## config.mk

```make
export PLATFORM = sky130hd
export DESIGN_NAME = pc_fetch_ctrl
export DESIGN_NICKNAME = d
export VERILOG_FILES = /design/src/rtl/pc_fetch_ctrl_pkg.sv /design/src/rtl/pc_next_calc.sv /design/src/rtl/pc_fetch_ctrl.sv
export SDC_FILE = /design/constraint.sdc
export NUM_CORES = 1
export LEC_CHECK = 0
export ABC_AREA = 1
export CAP_MARGIN = 20
export CORE_MARGIN = 1.5
export CORE_UTILIZATION = 47
export CTS_CLUSTER_DIAMETER = 30
export DETAILED_ROUTE_END_ITERATION = 10
export GPL_TIMING_DRIVEN = 0
export PLACE_DENSITY = 0.76
export SYNTH_ARGS = -nofsm -noshare
export SYNTH_HDL_FRONTEND = slang
export SYNTH_SLANG_ARGS = --single-unit
```

## constraint.sdc

```tcl
create_clock -name Clk -period 2 [get_ports Clk]
set_clock_uncertainty 0.05 [all_clocks]
set_input_delay 0.3 -clock Clk [delete_from_list [all_inputs] [get_ports Clk]]
set_output_delay 0.3 -clock Clk [all_outputs]
set_load 0.01 [all_outputs]
```

## src/rtl/pc_fetch_ctrl_pkg.sv

```systemverilog
// Shared types and default widths for the PC / fetch-sequencing block.
package pc_pkg;

  localparam int unsigned PC_W             = 12;
  localparam int unsigned RET_W            = 16;
  localparam int unsigned START_PC_DEFAULT = 0;

  typedef enum logic [1:0] {
    IDLE   = 2'd0,
    RUN    = 2'd1,
    HALTED = 2'd2
  } state_e;

endpackage

```

## src/rtl/pc_next_calc.sv

```systemverilog
// Combinational next-PC: hold on stall, relative branch, or sequential step.
// All adds are D-bit with the carry dropped, so wrap is silent both ways.
module pc_next_calc #(
  parameter int unsigned D = 12
) (
  input  logic [D-1:0] pc,
  input  logic [D-1:0] target,
  input  logic         branch_en,
  input  logic         stall,
  output logic [D-1:0] pc_next
);

  always_comb begin
    pc_next = pc;
    if (!stall) begin
      // target is a two's-complement offset added as a raw bit pattern
      if (branch_en) pc_next = pc + target;
      else           pc_next = pc + D'(1);
    end
  end

endmodule

```

## src/rtl/pc_fetch_ctrl.sv

```systemverilog
// Program counter, start/done handshake FSM and saturating retired counter.
module pc_fetch_ctrl
  import pc_pkg::*;
#(
  parameter int unsigned D        = PC_W,
  parameter int unsigned CW       = RET_W,
  parameter logic [D-1:0] START_PC = D'(START_PC_DEFAULT)
) (
  input  logic          Clk,
  input  logic          Reset,
  input  logic          start,
  input  logic          stall,
  input  logic          branch_en,
  input  logic [D-1:0]  target,
  input  logic          halt_req,
  output logic [D-1:0]  prog_ctr,
  output logic          running,
  output logic          done,
  output logic [CW-1:0] retired
);

  state_e         state_q;
  logic [D-1:0]   pc_q;
  logic [D-1:0]   pc_next;
  logic [CW-1:0]  ret_q;
  logic [CW-1:0]  ret_inc;
  logic           running_q;
  logic           done_q;

  pc_next_calc #(
    .D (D)
  ) u_next (
    .pc        (pc_q),
    .target    (target),
    .branch_en (branch_en),
    .stall     (stall),
    .pc_next   (pc_next)
  );

  // Counter sticks at all ones rather than wrapping
  assign ret_inc = (ret_q == {CW{1'b1}}) ? ret_q : ret_q + CW'(1);

  always_ff @(posedge Clk) begin
    if (Reset) begin
      state_q   <= IDLE;
      pc_q      <= START_PC;
      ret_q     <= '0;
      running_q <= 1'b0;
      done_q    <= 1'b0;
    end else begin
      case (state_q)
        IDLE: begin
          pc_q  <= START_PC;
          ret_q <= '0;
          if (!start) begin
            state_q   <= RUN;
            running_q <= 1'b1;
          end
        end
        RUN: begin
          if (start) begin
            state_q   <= IDLE;
            running_q <= 1'b0;
            pc_q      <= START_PC;
            ret_q     <= '0;
          end else if (halt_req) begin
            // halt outranks stall; the terminator itself counts as retired
            state_q   <= HALTED;
            running_q <= 1'b0;
            done_q    <= 1'b1;
            ret_q     <= ret_inc;
          end else if (!stall) begin
            pc_q  <= pc_next;
            ret_q <= ret_inc;
          end
        end
        HALTED: begin
          if (start) begin
            state_q <= IDLE;
            done_q  <= 1'b0;
            pc_q    <= START_PC;
            ret_q   <= '0;
          end
        end
        default: begin
          state_q   <= IDLE;
          running_q <= 1'b0;
          done_q    <= 1'b0;
          pc_q      <= START_PC;
          ret_q     <= '0;
        end
      endcase
    end
  end

  assign prog_ctr = pc_q;
  assign running  = running_q;
  assign done     = done_q;
  assign retired  = ret_q;

endmodule

```

# Yosys cells after proc, flatten, opt, wreduce, memory -nomap -nowiden
# Index checks and enable logic that the tools add are counted.
op_classes:
  addsub: 3
  n_eq_ne: 11
  bitwise: 2
  mux: 25
  reduce_logical: 6
op_table:
  columns: ["operator", "n"]
  rows:
  - ["$mux W16", 5]
  - ["$mux W12", 5]
  - ["$pmux W16 S2", 1]
  - ["$pmux W12 S2", 1]
  - ["$add A16 B1 Y16 const B", 1]
  - ["$eq A16 B16 Y1 const B", 1]
  - ["$add A12 B1 Y12 const B", 1]
  - ["$add A12 B12 Y12", 1]
  - ["$ne A3 B3 Y1 const B", 3]
  - ["$reduce_and A3 Y1", 3]
  - ["$mux W2", 4]
  - ["$ne A2 B2 Y1 const B", 4]
  - ["$mux W1", 6]
  - ["$pmux W1 S3", 2]
  - ["$pmux W2 S3", 1]
  - ["$ne A4 B4 Y1 const B", 1]
  - ["$reduce_and A4 Y1", 1]
  - ["$eq A2 B1 Y1 const B", 1]
  - ["$eq A2 B2 Y1 const B", 1]
  - ["$logic_not A2 Y1", 1]
  - ["$not A1 Y1", 2]
  - ["$reduce_and A2 Y1", 1]
totals:
  wordCells: 52
  ff_bits: 32
  output_inout_bits: 30

# Longest topological paths before layout
logic_depth:
  word_depth: 6
  mapped_depth: 13
  mapped_depth_nobuf: 12

# By module
# From an unflattened synthesis, not the netlist that was laid out.
hier_totals:
  hier_cells: 468
  area_unflattened_um2: 2708.8
modules_own_cells:
  columns: ["mod", "area_per_inst_um2", "instances", "cells_per_inst"]
  rows:
  - ["pc_fetch_ctrl", 1846.8, 1, 292]
  - ["pc_next_calc", 862.1, 1, 176]

# Worst setup path after synthesis
# OpenSTA, ideal clock, no wires.
synth_timing:
  path_type: "input port to flip-flop"
  from: "input port branch_en"
  to: "register pc_q[6] (netlist: prog_ctr[6])"
  path_buffers: 1
  slack_ps: -9
  stages: 9
  t_arrival_ps: 1889
  setup_time_ps: 71
  path_cell_list: "clkbuf_1 > nand2_1 > ha_1 > fa_1 > a21oi_1 > o21ai_0 > nand2_1 > nand3_1 > a21oi_1"
synth_via:
  elab_chain_cells: 5
synth_rtl:
  columns: ["element", "line_no", "text"]
  rows:
  - ["start, declared", "pc_fetch_ctrl.sv:13", "input logic branch_en,"]
  - ["$mux W12", "pc_next_calc.sv:17", "if (branch_en) pc_next = pc + target;"]
  - ["$mux W12", "pc_fetch_ctrl.sv:72", "end else if (!stall) begin"]
  - ["$mux W12", "pc_fetch_ctrl.sv:66", "end else if (halt_req) begin"]
  - ["$mux W12", "pc_fetch_ctrl.sv:61", "if (start) begin"]
  - ["$pmux W12 S2", "pc_fetch_ctrl.sv:51", "case (state_q)"]
  - ["end signal, assigned", "pc_fetch_ctrl.sv:73", "pc_q <= pc_next;"]
  - ["end, declared", "pc_fetch_ctrl.sv:23", "logic [D-1:0] pc_q;"]
# Every way passes these cells. The select of a mux whose other input is x is not followed.
# A chain may end at the register's enable or synchronous reset.

# Worst setup path in the final report
layout_timing:
  from: "input port target[0]"
  to: "register pc_q[2] (netlist: prog_ctr[2])"
layout_via:
  elab_chain_cells: 6
layout_rtl:
  columns: ["element", "line_no", "text"]
  rows:
  - ["start, declared", "pc_fetch_ctrl.sv:14", "input logic [D-1:0] target,"]
  - ["$add A12 B12 Y12", "pc_next_calc.sv:17", null]
  - ["$mux W12", "pc_next_calc.sv:17", null]
  - ["$mux W12", "pc_fetch_ctrl.sv:72", null]
  - ["$mux W12", "pc_fetch_ctrl.sv:66", null]
  - ["$mux W12", "pc_fetch_ctrl.sv:61", null]
  - ["$pmux W12 S2", "pc_fetch_ctrl.sv:51", null]
# Every way passes these cells. The select of a mux whose other input is x is not followed.

==> results.json <==
{
  "outcome": "finished clean",
  "wire_per_inst_um": 12.15,
  "dp_slack_ps": -828.0,
  "clkTransAtPathRegs_ps": 70,
  "dp.final_hpwl_um": 4759,
  "via_per_inst": 5.013,
  "portBuffers": 47,
  "final_nets": 485,
  "antenna_found_initial": 0,
  "synthSimpleGateAreaFrac_pct": 41.86,
  "slew_headroom_pct": 52.11,
  "die_h_um": 75.57,
  "clkLatencyLatePin_ps": 290,
  "antenna_cells": 0,
  "setup_slack_ps": 114.9,
  "yosys_warnings": 0,
  "maxSlewViolCount": 0,
  "synth_edf_count": 0,
  "dr.first_iter.drc_count": 201,
  "syn_inst": 399,
  "cts-htree-levels": 2,
  "power_uw": 1355,
  "rsz0062_at_grt": "no",
  "final_cells": 525,
  "async_reset_ff_share_pct": 0,
  "ant_nets": 0,
  "grt_pass1_vias": 2218,
  "ir_drop_mv": 0.3406,
  "min_delay_path_depth": 2,
  "drtPass1Iterations": 4,
  "p_leak_uw": 0.001316,
  "crit_type": "primary input to flop",
  "r2r-end": "retired[1]$_SDFFE_PP0P_",
  "tritoncts": "built",
  "fmax_mhz": 530.5,
  "seq_area_frac_synth_pct": 25.88,
  "synthMuxAreaShare_pct": 0,
  "critPathRequiredTime_ps": 2110,
  "min_to": "done$_SDFFE_PP0P_",
  "cts_buffer_depth": 2,
  "cp-end-kind": "flop",
  "synth.area.top_cells": "dfxtp_1, nand2_1, inv_1",
  "yosys.area.top_type": "dfxtp_1",
  "cts_sinks": 32,
  "fp.dieW_um": 75.57,
  "synth_ff_type": "dfxtp_1",
  "syn2layout_area_growth_pct": 28.01,
  "synth_xor_area_share_pct": 2.123,
  "synth_cell_types": 34,
  "p_per_area_nw_per_um2": 427.9,
  "synth_top_family_by_area": "simple AND/OR/NAND/NOR gates",
  "post-route-period-util_pct": 94.26,
  "setup_viol": 0,
  "cts_buffers": 5,
  "grt_pass1_wl_um": 10070,
  "critical_path_arrival_ps": 2000,
  "synth_compound_gate_area_share_pct": 12.13,
  "grt_max_degree": 11,
  "ys_ff_latch": 32,
  "min_period_ps": 1885,
  "layout-drive-gt1-share_pct": 10.77,
  "synth_nets": 430,
  "dp_cells": 516,
  "cap_violations": 0,
  "cp-start-kind": "primary input",
  "yosysMostFrequentCell": "nand2_1",
  "hold_viol_final": 0,
  "final_cell_area_um2": 3168,
  "r2r_slack_ps": 190,
  "gr-total-overflow": 0,
  "placed_area_um2": 3037,
  "synthesis.area_um2": 2475,
  "route.detailed.drc": 0,
  "dr_total_vias": 2632,
  "rows": 26,
  "r2r_cells": 11,
  "die_area_um2": 5710,
  "tightest_slew_ps": 718.4,
  "num_io_pins": 48,
  "fin_hold_ws_ps": 435.7,
  "avgSynthCellArea_um2": 6.203,
  "core_um2": 5107,
  "yosys-top-cells-count": "nand2_1, inv_1, nor2_1",
  "place_congestion": 0.8750,
  "initial_core_util_pct": 48.46,
  "grt_use_total_pct": 23.19,
  "min_path_type": "flop to flop",
  "synth_top_area_share_pct": 25.88,
  "reg2reg_from": "retired[1]$_SDFFE_PP0P_",
  "cts_root_buf": "clkbuf_8",
  "worstHoldStart": "done$_SDFFE_PP0P_",
  "cts-hold-fix-buffers": 0,
  "path_max_fanout": 5,
  "synth_fa_ha_area_share_pct": 6.876,
  "wirelength_um": 6378
}
cells in the final DEF (no fill, tap or decap), types with 2 or more instances in the layout:
cell type	count
o21bai_1	3
dfxtp_1	31
inv_1	51
clkbuf_1	7
nand3_1	29
a21oi_1	20
nor3_1	6
inv_2	4
ha_1	10
xnor2_1	3
nor2_1	45
a21oi_2	9
ha_2	2
o211ai_1	2
nand2_1	125
clkdlybuf4s50_1	46
or2_2	3
a211o_1	2
buf_2	2
clkbuf_8	7
o21ai_0	6
nand3_2	4
nand4_1	12
nand2_2	4
nand3_4	2
nor2_2	3
xor2_1	3
cells by family (layout without fill, tap and decap cells):
family,count (synthesis),after routing
and+or+nand+nor,235,235
buffers and inverters,66,122
AOI/OAI and AO/OA,47,47
DFF,32,32
adders and majority gates,13,13
xor gates and xnor gates,6,6
critical path: stages:
cell and delay [ps]:
clkdlybuf4s50_1 410, inv_1 60, nand2_1 50, ha_2 200, fa_2 430, or2_2 310
a31oi_1 180, a211oi_1 60
layout make-up:
| type | count | area [um^2] |
|---|---|---|
| buffer | 11 | 78.83 |
| timing repair buffer | 48 | 478.0 |
| inverter | 55 | 206.4 |
| sequential | 32 | 641.9 |
| clock buffer | 8 | 90.09 |
| tap | 70 | 87.58 |
| multi-input combinational | 301 | 1585 |
| fill | 508 | 1939 |
metal layers:
| metal | GRT usage [%] | up-vias | part of all wire, % |
|---|---|---|---|
| li1 | - | 1383 | - |
| met1 | 31.77 | 1185 | 49 |
| met2 | 37.23 | 57 | 45 |
| met3 | 4.233 | 7 | 4.7 |
| met4 | 6.944 | 0 | 1.3 |
| met5 | 0 | - | 0 |
stage by stage:
stage	setup TNS (ps)	utilization [%]
3_3_place_gp	-7246	59.46
4_1_cts	0	61.88
6_report	0	62.03
3_5_place_dp	-7685	59.46
2_1_floorplan	0	-
5_1_grt	0	62.03
report_power, final:
group / total [uW] / switching (uW) / internal [uW]
combinational: 180 / 99.6 / 80.0
clock: 525 / 244 / 281
sequential: 651 / 6.87 / 644
state kept, by name, indices dropped and copies added (netlist names):
name      cells
done          1
prog_ctr     12
retired      16
running       1
state_q       2
worst max-delay path by stage:
stage | start | to | slack, ps | depth (start not counted)
global placement | branch_en | prog_ctr[6]$_SDFFE_PP0P_ | -810 | 10
finish | target[0] | prog_ctr[2]$_SDFFE_PP0P_ | 110 | 8
global route | branch_en | prog_ctr[10]$_SDFFE_PP0P_ | 2 | 12
CTS | branch_en | prog_ctr[7]$_SDFFE_PP0P_ | 80 | 12
detailed placement | branch_en | prog_ctr[6]$_SDFFE_PP0P_ | -830 | 10
floorplan | branch_en | prog_ctr[2]$_SDFFE_PP0P_ | 10 | 7
timing repair:
item	in CTS	in global routing
pin swaps	2	0
setup endpoints to repair	11	4
gates cloned	1	0
resized for setup	8	4
setup buffers	0	0
(Power assumes the default switching activity.)
